### src/rtl/stack_pkg.sv
// Shared types for the Forth data-stack sequencer: opcodes, FSM states, default widths.
package stack_pkg;

    localparam int DATA_WIDTH_DEF = 16;
    localparam int ADDR_WIDTH_DEF = 10;

    typedef enum logic [2:0] {
        OP_NOP  = 3'd0,
        OP_LIT  = 3'd1,
        OP_DROP = 3'd2,
        OP_DUP  = 3'd3,
        OP_SWAP = 3'd4,
        OP_OVER = 3'd5,
        OP_ADD  = 3'd6,
        OP_SUB  = 3'd7
    } opcode_e;

    typedef enum logic {
        ST_IDLE = 1'b0,
        ST_FILL = 1'b1
    } state_e;

    function automatic logic op_is_push(input opcode_e op);
        return (op == OP_LIT) || (op == OP_DUP) || (op == OP_OVER);
    endfunction

    function automatic logic op_is_pop(input opcode_e op);
        return (op == OP_DROP) || (op == OP_ADD) || (op == OP_SUB);
    endfunction

endpackage

### src/rtl/stack_alu.sv
// Combinational ADD/SUB on the cached stack pair: result = nos +/- tos, modulo 2**DATA_WIDTH.
// Latency: none. Backpressure: none (pure logic).
module stack_alu #(
    parameter int DATA_WIDTH = 16
) (
    input  logic [DATA_WIDTH-1:0] nos,
    input  logic [DATA_WIDTH-1:0] tos,
    input  logic                  sub,
    output logic [DATA_WIDTH-1:0] result
);

    always_comb begin
        result = sub ? (nos - tos) : (nos + tos);
    end

endmodule

### src/rtl/stack_sequencer.sv
// Forth data-stack sequencer: TOS/NOS cached in flops, deeper cells spilled to/refilled from an external stack RAM.
// Latency: 1 cycle per opcode; pops that need a refill take one extra FILL cycle with cmd_ready low.
// Backpressure: cmd_ready drops only during FILL. Optional STACK_HIGH_WATER_EN adds a high_water output.
module stack_sequencer
    import stack_pkg::*;
#(
    parameter int DATA_WIDTH = DATA_WIDTH_DEF,
    parameter int ADDR_WIDTH = ADDR_WIDTH_DEF
) (
    input  logic                  clock,
    input  logic                  reset,
    input  logic                  cmd_valid,
    output logic                  cmd_ready,
    input  logic [2:0]            cmd_op,
    input  logic [DATA_WIDTH-1:0] cmd_data,
    output logic [DATA_WIDTH-1:0] tos,
    output logic [DATA_WIDTH-1:0] nos,
    output logic [ADDR_WIDTH:0]   depth,
    output logic                  empty,
    output logic                  err_underflow,
    output logic                  err_overflow,
    output logic                  mem_push,
    output logic [DATA_WIDTH-1:0] mem_wdata,
    output logic                  mem_pop,
    input  logic [DATA_WIDTH-1:0] mem_rdata
`ifdef STACK_HIGH_WATER_EN
    ,
    output logic [ADDR_WIDTH:0]   high_water
`endif
);

    localparam int DW = ADDR_WIDTH + 1;
    localparam logic [DW-1:0] ONE      = DW'(1);
    localparam logic [DW-1:0] TWO      = DW'(2);
    localparam logic [DW-1:0] CAPACITY = DW'((2 ** ADDR_WIDTH) + 2);

    state_e                state_q, state_d;
    logic [DATA_WIDTH-1:0] tos_q, tos_d;
    logic [DATA_WIDTH-1:0] nos_q, nos_d;
    logic [DW-1:0]         depth_q, depth_d;
    logic                  err_uf_q, err_uf_d;
    logic                  err_of_q, err_of_d;

    opcode_e               op;
    logic                  accept;
    logic [DW-1:0]         need;
    logic                  underflow;
    logic                  overflow;
    logic                  exec;
    logic [DATA_WIDTH-1:0] push_val;
    logic [DATA_WIDTH-1:0] alu_res;

    assign op        = opcode_e'(cmd_op);
    assign cmd_ready = (state_q == ST_IDLE);
    assign accept    = cmd_valid && cmd_ready;

    stack_alu #(
        .DATA_WIDTH (DATA_WIDTH)
    ) u_alu (
        .nos    (nos_q),
        .tos    (tos_q),
        .sub    (op == OP_SUB),
        .result (alu_res)
    );

    always_comb begin
        need = '0;
        case (op)
            OP_DUP, OP_DROP:                   need = ONE;
            OP_OVER, OP_SWAP, OP_ADD, OP_SUB: need = TWO;
            default:                           need = '0;
        endcase
    end

    // Underflow wins over overflow; they cannot coincide since a full stack satisfies any depth need.
    assign underflow = accept && (depth_q < need);
    assign overflow  = accept && !underflow && op_is_push(op) && (depth_q == CAPACITY);
    assign exec      = accept && !underflow && !overflow;

    always_comb begin
        push_val = cmd_data;
        case (op)
            OP_DUP:  push_val = tos_q;
            OP_OVER: push_val = nos_q;
            default: push_val = cmd_data;
        endcase
    end

    always_comb begin
        state_d   = state_q;
        tos_d     = tos_q;
        nos_d     = nos_q;
        depth_d   = depth_q;
        err_uf_d  = err_uf_q | underflow;
        err_of_d  = err_of_q | overflow;
        mem_push  = 1'b0;
        mem_pop   = 1'b0;
        mem_wdata = nos_q;

        if (state_q == ST_FILL) begin
            nos_d   = mem_rdata;
            state_d = ST_IDLE;
        end else if (exec) begin
            if (op_is_push(op)) begin
                mem_push = (depth_q >= TWO);
                nos_d    = tos_q;
                tos_d    = push_val;
                depth_d  = depth_q + ONE;
            end else if (op == OP_SWAP) begin
                tos_d = nos_q;
                nos_d = tos_q;
            end else if (op_is_pop(op)) begin
                tos_d   = (op == OP_DROP) ? nos_q : alu_res;
                depth_d = depth_q - ONE;
                if (depth_q > TWO) begin
                    mem_pop = 1'b1;
                    state_d = ST_FILL;
                end else begin
                    nos_d = '0;
                end
            end
        end
    end

    always_ff @(posedge clock) begin
        if (reset) begin
            state_q  <= ST_IDLE;
            tos_q    <= '0;
            nos_q    <= '0;
            depth_q  <= '0;
            err_uf_q <= 1'b0;
            err_of_q <= 1'b0;
        end else begin
            state_q  <= state_d;
            tos_q    <= tos_d;
            nos_q    <= nos_d;
            depth_q  <= depth_d;
            err_uf_q <= err_uf_d;
            err_of_q <= err_of_d;
        end
    end

    assign tos           = tos_q;
    assign nos           = nos_q;
    assign depth         = depth_q;
    assign empty         = (depth_q == '0);
    assign err_underflow = err_uf_q;
    assign err_overflow  = err_of_q;

`ifdef STACK_HIGH_WATER_EN
    logic [DW-1:0] high_water_q, high_water_d;

    always_comb begin
        high_water_d = (depth_d > high_water_q) ? depth_d : high_water_q;
    end

    always_ff @(posedge clock) begin
        if (reset) begin
            high_water_q <= '0;
        end else begin
            high_water_q <= high_water_d;
        end
    end

    assign high_water = high_water_q;
`endif

endmodule

### config.mk
export PLATFORM = sky130hd
export DESIGN_NAME = stack_sequencer
export DESIGN_NICKNAME = d
export VERILOG_FILES = /design/src/rtl/stack_pkg.sv /design/src/rtl/stack_alu.sv /design/src/rtl/stack_sequencer.sv
export SDC_FILE = /design/constraint.sdc
export NUM_CORES = 1
export LEC_CHECK = 0
export CORE_MARGIN = 2
export CORE_UTILIZATION = 50
export CTS_CLUSTER_SIZE = 28
export DETAILED_ROUTE_END_ITERATION = 7
export PLACE_DENSITY = 0.83
export SLEW_MARGIN = 10
export SYNTH_ARGS = -nofsm -noshare
export SYNTH_HDL_FRONTEND = slang
export SYNTH_SLANG_ARGS = --single-unit
### constraint.sdc
create_clock -name clock -period 7.4 [get_ports clock]
set_input_delay 1.48 -clock clock [delete_from_list [all_inputs] [get_ports clock]]
set_output_delay 1.48 -clock clock [all_outputs]
set_load 0.01 [all_outputs]
Word level (Yosys, flattened, before mapping)

Cells that the tools add are included.

Register bits: 46
Bits in latches: 0
RAM bits: 0
Bits in read-only memories: 0
Input bits: 38
Logic and storage cells: 74
Memories: 0

Add/sub/neg operators: 4
Multiply operators: 0
Div/mod/pow operators: 0
Order comparisons: 3
Equality and inequality tests: 11
Shift-type cells: 0
Muxes and demuxes: 25
Bitwise operators: 3
Reductions and logical operators: 22

Operator list:

| cell                  | count |
|---|---|
| $mux 16               | 11 |
| $mux 11               | 3 |
| $pmux 16 s2           | 1 |
| $add 16x16->16        | 1 |
| $sub 16x16->16        | 1 |
| $eq 3x3->1 const B    | 4 |
| $add 11x1->11 const B | 1 |
| $eq 11x11->1 const B  | 1 |
| $ge 11x2->1 const B   | 1 |
| $gt 11x2->1 const B   | 1 |
| $logic_not 11->1      | 1 |
| $lt 11x11->1          | 1 |
| $sub 11x1->11 const B | 1 |
| $mux 1                | 9 |
| $reduce_and 4->1      | 2 |
| $eq 3x2->1 const B    | 2 |
| $logic_and 1x1->1     | 6 |
| $logic_or 1x1->1      | 4 |
| $ne 2x2->1 const B    | 2 |
| $ne 4x4->1 const B    | 1 |
| $pmux 2 s2            | 1 |
| $reduce_bool 2->1     | 2 |
| $reduce_bool 4->1     | 1 |
| $reduce_or 4->1       | 1 |
| other kinds (7)       | 9 |

Depth between registers and ports, before layout

Gate-level depths: netlist (run 1).

Depth in word-level cells: 13
Mapped depth: 15

Modules after synthesis

A second synthesis (run 1) with hierarchy kept.

Cell total of the unflattened synthesis: 459
Area total of the unflattened synthesis: 3853.7 um2

By module, submodules not included:

| module          | times used | cells an instance | area an instance (um2) |
|---|---|---|---|
| stack_sequencer | 1          | 323               | 2864.0 |
| stack_alu       | 1          | 136               | 989.7 |

Worst setup path after synthesis (run 1)

OpenSTA, ideal clock, no wires.

Path kind: input port to output port
Start point: input cmd_op[0]
End point: output mem_push
Data arrival time: 2.783 ns
Setup slack: 3.137 ns
Stages: 4
Buffers on the path: 1
Path through: buf_2 a21boi_1 inv_1 a2111oi_0

Word-level cells in the longest chain between the ends: 13
Elaborated cells on any way between the ends: 23
Those cells by class: order compare (1); eq/ne (7); mux (4); reduce/logical (11)

Ends and longest elaborated chain:

| item                                                      | RTL line                                     | RTL |
|---|---|---|
| start, declared                                           | stack_sequencer.sv:14                        | `input logic [2:0] cmd_op,` |
| $eq 3x3->1, or another cell as far along                  | stack_pkg.sv:24, stack_sequencer.sv:68       |  |
| $reduce_or 4->1 / $reduce_or 2->1 (equally long branches) | stack_sequencer.sv:68                        | `case (op)` |
| $pmux 2 s2                                                | stack_sequencer.sv:68                        |  |
| $lt 11x11->1                                              | stack_sequencer.sv:76                        | `assign underflow = accept && (depth_q < need);` |
| $logic_and 1x1->1                                         | stack_sequencer.sv:76                        |  |
| $logic_not 1->1                                           | stack_sequencer.sv:77, stack_sequencer.sv:78 |  |
| $logic_and 1x1->1                                         | stack_sequencer.sv:77, stack_sequencer.sv:78 |  |
| $logic_and 1x1->1 (2 in series)                           | stack_sequencer.sv:77                        | `assign overflow = accept && !underflow && op_is_push(op) && (depth_q == CAPACITY);` |
| $logic_not 1->1                                           | stack_sequencer.sv:78                        | `assign exec = accept && !underflow && !overflow;` |
| $logic_and 1x1->1                                         | stack_sequencer.sv:78                        |  |
| $mux 1 (*)                                                | stack_sequencer.sv:103                       | `end else if (exec) begin` |
| $mux 1 (*)                                                | stack_sequencer.sv:100                       | `if (state_q == ST_FILL) begin` |
| end, declared                                             | stack_sequencer.sv:22                        | `output logic mem_push,` |

Mark *: on every way between the ends. The rest lies on a longest branch, timed or not.

Worst setup path after layout (run 1)

Start point: input cmd_op[2]
End point: output mem_push

Same word-level chain as after synthesis.

==> results of run 1 <==
-- path summary, 6_finish.rpt --
| check | startpoint | endpoint | cells after the start |
|---|---|---|---|
| worst min register to register | err_underflow | err_underflow | 1 |
| worst min-delay path | err_underflow | err_underflow | 1 |
| worst max register to register | tos[2] | tos[15] | 13 |
| worst max-delay path | cmd_op[2] | mem_push | 7 |
-- flip-flops by register name, indices dropped and copies added, names as in the netlist --
signal	cells
state_q	1
err_underflow	1
err_overflow	1
tos	16
depth	11
mem_wdata	16
-- cells by family (layout without fill, tap and decap cells) --
group	after synthesis	count (layout)	synth area share (%)
buf+inv	53	126	7.83
simple gates	137	137	17.7
flops	46	46	25.1
xor+xnor	31	31	7.39
mux	4	4	1.09
fa+ha+maj	28	28	9.95
compound gates	165	165	31.0
-- metrics by stage --
stage          worst slack, ns  power (mW)  hold WS (ns)  std cells  utilization, %
6_report                  1.65        1.55         0.485        636            66.0
3_5_place_dp              1.71        1.30         0.465        628            64.1
5_1_grt                   1.46        1.66         0.511        636            66.0
2_1_floorplan             3.14        1.03         0.504        464               -
4_1_cts                   1.66        1.54         0.492        636            66.0
3_3_place_gp              1.81        1.28         0.458        628            64.1
-- layout make-up --
class	count	area [sq um]
tap	99	124
timing repair buffer	103	1030
fill	612	2440
multi-input combinational	365	2470
inverter	15	56.3
clock inverter	3	68.8
sequential	46	921
clock buffer	5	68.8
-- per-layer routing --
metal  routed length [microns]  vias up  GRT usage (%)
met5                         0        -              0
met4                       348        0           9.74
met3                       907       33           4.11
met2                      5680      200           50.4
met1                      4780     1836           35.7
li1                          -     1872              -
-- report_power, final --
group	switching, mW	internal, mW
registers	0.0896	0.298
logic	0.495	0.436
clock network	0.0921	0.135
total	0.677	0.869
-- cell usage after synthesis, types with 2 or more instances --
cell type / n / area share, %
nor2_1: 50 / 5.1
a211o_1: 3 / 0.72
nor3_1: 9 / 1.2
nand4_1: 5 / 0.85
buf_4: 17 / 3.5
o21bai_1: 2 / 0.41
a21oi_1: 39 / 5.3
o21ai_0: 35 / 4.8
ha_1: 26 / 8.9
a21o_1: 7 / 1.4
dfxtp_1: 46 / 25
nand2_1: 32 / 3.3
o221ai_1: 4 / 0.95
nand3_1: 5 / 0.68
or4_1: 3 / 0.61
xnor2_1: 19 / 4.5
buf_6: 3 / 0.92
nand2b_1: 7 / 1.2
nor2b_1: 6 / 1.0
a222oi_1: 17 / 4.6
o21a_1: 9 / 1.8
mux2i_1: 4 / 1.1
a21oi_4: 2 / 0.89
a211oi_1: 8 / 1.6
clkbuf_1: 16 / 1.6
o32a_1: 3 / 0.82
o211ai_1: 5 / 1.0
xor2_1: 12 / 2.9
o221a_2: 2 / 0.61
o22ai_1: 5 / 0.85
fa_1: 2 / 1.1
a31oi_1: 8 / 1.4
and2_1: 2 / 0.34
o31ai_1: 2 / 0.41
buf_2: 2 / 0.27
or3_1: 4 / 0.68
inv_1: 14 / 1.4
o41ai_1: 2 / 0.48
nor4_1: 6 / 1.0
-- critical path, delay by kind of cell --
family,cells,cell delay [ns]
AOI/OAI and AO/OA,3,0.77
adders and majority gates,1,0.35
buffers and inverters,3,1.67
==> flow_summary.toml, run 1 <==
[worst_setup_path]
end_kind = "primary output"
critPathKind = "in2out"
crit_fanout = 16
cp_common_cell = "clkdlybuf4s50_1"
critPathSlowestCell = "clkdlybuf4s50_1"
worstPathCellList = "clkdlybuf4s50_1 > inv_1 > ha_1 > a211o_1 > a21oi_4 > a2111oi_0 > clkdlybuf4s50_1"
cp_data_arrival_time_ns = 4.27
crit_required_ns = 5.92
critPathMaxStageDelay_ns = 0.81
start_kind = "input pin"
reg2reg_slack_ns = 3.93

[drt]
vias = 3941
firstDrtPassIters = 8
vias_per_cell = 6.20
wire_per_inst_microns = 18.4
drt-total-wl_mm = 11.7
drtIter0Drc = 393
drc = 0
ant_nets = 0

[synthesis]
syn_area_sq_um = 3670
synth_edf_count = 0
syn_area_per_cell_sq_um = 7.92
syn_inst = 464
ys_types = 60
synth_flop_cell = "dfxtp_1"
synth_warnings = 0
yosysSeqAreaShare_pct = 25.1
ys_ff_latch = 46
ys_async_sr_fraction_pct = 0
synth_fp_nets = 530

[grt]
grt_max_degree = 38
grt_usage_pct = 28.5
antenna_found_initial = 0
grt_pass1_wl_mm = 19.0
grt_pass1_vias = 3749
gr-total-overflow = 0

[floorplan]
die_height_microns = 89.7
die-area_sq_um = 8050
initial_core_util_pct = 51.2
std_cell_rows = 31
fp.dieW_microns = 89.7
core_sq_um = 7180
io_pins = 103

[placed_design]
post_dp_cell_area_sq_um = 4600
dp_hpwl_mm = 8.52
io_buffers = 102
place_congestion = 0.883

[final_layout]
area_delta_synth_final_pct = 29.0
mostFrequentLayoutCell = "clkdlybuf4s50_1"
layout-drive-gt1-share_pct = 3.17
design_area_sq_um = 4740
diodes = 0
final_cell_mix = "clkdlybuf4s50_1 (102), nor2_1 (50), dfxtp_1 (46), a21oi_1 (39), o21ai_0 (35)"
nets = 602

[pwr]
p_leak_nw = 1.84
ir_worst_vdd_v = 0.000186
p_per_area_nw_per_um2 = 326

[timing]
rsz0062_at_grt = "no"
fin_skew_ns = 0.0101
timing.final.crit_share_pct = 77.7
tightest_slew_ns = 0.970
finalCriticalPeriod_ns = 5.75
timing.setup.tns_ns = 0
drv_slew = 0
worst_slew_margin_rel_pct = 35.1
hold_viol_final = 0
max_freq_mhz = 174
setup_violations = 0

[clock_tree]
post_cts_buffers = 0
clockRootBuffer = "clkbuf_8"
cts_resized = 0
cts_tree = "done"
cts.sinks = 46
clk_pin_slew_ns = 0.09
hold_buffers = 0
cts.path.max_buffers = 2
insertion_delay_ns = 0.31
htree_num_levels = 2
cts_made_buffers = 5

[job]
drv_cap = 0

[outcome]
status = "complete, no violations"

[worst_hold_path]
hold_path_class = "reg2reg"
(Power assumes the default switching activity.)
==> inputs of run 2 (changes only) <==
--- a/config.mk
+++ b/config.mk
@@ -6,10 +6,10 @@
 export NUM_CORES = 1
 export LEC_CHECK = 0
 export CORE_MARGIN = 2
-export CORE_UTILIZATION = 50
+export CORE_UTILIZATION = 44
 export CTS_CLUSTER_SIZE = 28
 export DETAILED_ROUTE_END_ITERATION = 7
-export PLACE_DENSITY = 0.83
+export PLACE_DENSITY = 0.77
 export SLEW_MARGIN = 10
 export SYNTH_ARGS = -nofsm -noshare
 export SYNTH_HDL_FRONTEND = slang
==> constraint.sdc (replaced) <==
create_clock -name clock -period 5.2 [get_ports clock]
set_input_delay 1.04 -clock clock [delete_from_list [all_inputs] [get_ports clock]]
set_output_delay 1.04 -clock clock [all_outputs]
set_load 0.01 [all_outputs]
==> flow_summary.toml, run 2 (synthesized netlist as in run 1, its figures left out) <==
[job]
drv_cap = 0

[worst_setup_path]
end_kind = "primary output"
critPathMaxStageDelay_ns = 0.82
crit_required_ns = 4.16
rr_worst_depth = 13
reg2reg_slack_ns = 1.66
start_kind = "input pin"
worstPathCellList = "clkdlybuf4s50_1 > inv_1 > ha_1 > a211o_1 > a21oi_4 > a2111oi_0 > clkdlybuf4s50_1"
critPathSlowestCell = "clkdlybuf4s50_1"
r2r-start = "tos[2]"
critPathKind = "in2out"
r2r-end = "tos[15]"
crit_fanout = 16
cp_common_cell = "clkdlybuf4s50_1"
cp_data_arrival_time_ns = 3.78

[final_layout]
area_delta_synth_final_pct = 28.2
fin_cells = 644
diodes = 0
mostFrequentLayoutCell = "clkdlybuf4s50_1"
fill_cells = 744
layout-drive-gt1-share_pct = 3.34
nets = 604
final_cell_mix = "clkdlybuf4s50_1 (102), nor2_1 (50), dfxtp_1 (46), a21oi_1 (39), o21ai_0 (35)"

[timing]
worst_slew_margin_rel_pct = 39.5
rsz0062_at_grt = "no"
setup_violations = 0
hold_viol_final = 0
tightest_slew_ns = 0.901
timing.final.crit_share_pct = 92.6
finalCriticalPeriod_ns = 4.82
fin_skew_ns = 0.00904
timing.setup.tns_ns = 0
max_freq_mhz = 208
drv_slew = 0

[clock_tree]
cts_made_buffers = 5
post_cts_buffers = 0
clk_pin_slew_ns = 0.08
clockRootBuffer = "clkbuf_8"
cts_tree = "done"
insertion_delay_ns = 0.31
cts.sinks = 46
htree_num_levels = 2
cts_resized = 0
hold_buffers = 0
cts.path.max_buffers = 2

[grt]
antenna_found_initial = 0
grt_max_degree = 38
grt_pass1_vias = 3671
gr-total-overflow = 0
grt_usage_pct = 26.2
grt_pass1_wl_mm = 18.4

[pwr]
p_per_area_nw_per_um2 = 449
ir_worst_vdd_v = 0.000228
p_leak_nw = 1.83

[placed_design]
place_congestion = 0.922
io_buffers = 102
dp_cells = 636
dp_hpwl_mm = 8.76

[drt]
drc = 0
vias_per_cell = 6.07
drtIter0Drc = 266
wire_per_inst_microns = 18.6
firstDrtPassIters = 6
vias = 3912
drt-total-wl_mm = 11.9
ant_nets = 0

[outcome]
status = "complete, no violations"

[worst_hold_path]
min_from = "err_overflow"
hold_depth = 2
worstHoldEndpoint = "err_overflow"
hold_path_class = "reg2reg"

[floorplan]
core_sq_um = 8130
fp.dieW_microns = 95.4
initial_core_util_pct = 45.2
die_height_microns = 95.4
io_pins = 103
die-area_sq_um = 9100
std_cell_rows = 33
## run 2: cell types whose count changed in the layout (fill, tap and decap cells not counted)
cell | before | now
clkbuf_8 | 5 | 6
clkinv_2 | 0 | 1
clkbuf_1 | 0 | 1
bufinv_16 | 2 | 0
nor3_2 | 0 | 1
buf_4 | 1 | 3
nor3_4 | 1 | 0
clkinv_4 | 1 | 0
## run 2: how the worst max path moves through the flow
stage | startpoint | endpoint | slack [ns]
2_1_floorplan | cmd_op[0] | depth[10] | 1.42
3_3_place_gp | cmd_op[2] | tos[15] | 0.40
3_5_place_dp | cmd_op[2] | tos[15] | 0.27
4_1_cts | cmd_op[2] | mem_push | 0.40
5_1_grt | cmd_op[2] | tos[15] | 0.20
6_report | cmd_op[2] | mem_push | 0.38
## run 2: critical path: cells and delay by family
kind	cells	cell delay (ns)
AOI/OAI and AO/OA	3	0.71
adders and majority gates	1	0.35
buffers and inverters	3	1.67
## run 2: stage by stage
stage	setup slack, ns	hold WS [ns]	total power, mW	util [%]	instance area, sq um
2_1_floorplan	1.42	0.504	1.46	-	3670
3_3_place_gp	0.399	0.459	1.85	56.8	4620
3_5_place_dp	0.271	0.477	1.86	56.8	4620
4_1_cts	0.403	0.497	2.10	57.9	4710
5_1_grt	0.199	0.526	2.27	57.9	4710
6_report	0.382	0.487	2.11	57.9	4710
## run 2: final cells by class
class | instances | area [sq um] | area share (%)
clock buffer | 7 | 86.3 | 1.83
multi-input combinational | 365 | 2460 | 52.4
timing repair buffer | 105 | 1040 | 22.2
inverter | 15 | 56.3 | 1.20
tap | 105 | 131 | 2.79
clock inverter | 1 | 5.00 | 0.106
sequential | 46 | 921 | 19.6
## run 2: layer usage
layer	global-route usage, %	vias to the layer above	share of wire (%)	routed length [microns]
met5	0	-	0	0
met4	8.69	0	2.1	251
met3	4.90	30	7.5	900
met2	45.8	194	50	5930
met1	32.3	1814	41	4870
li1	-	1874	-	-
## run 2: power breakdown
group	internal [mW]	leakage [nW]	switching, mW
clock network	0.108	0.0482	0.129
logic	0.622	1.41	0.705
registers	0.424	0.377	0.125
total	1.15	1.83	0.959
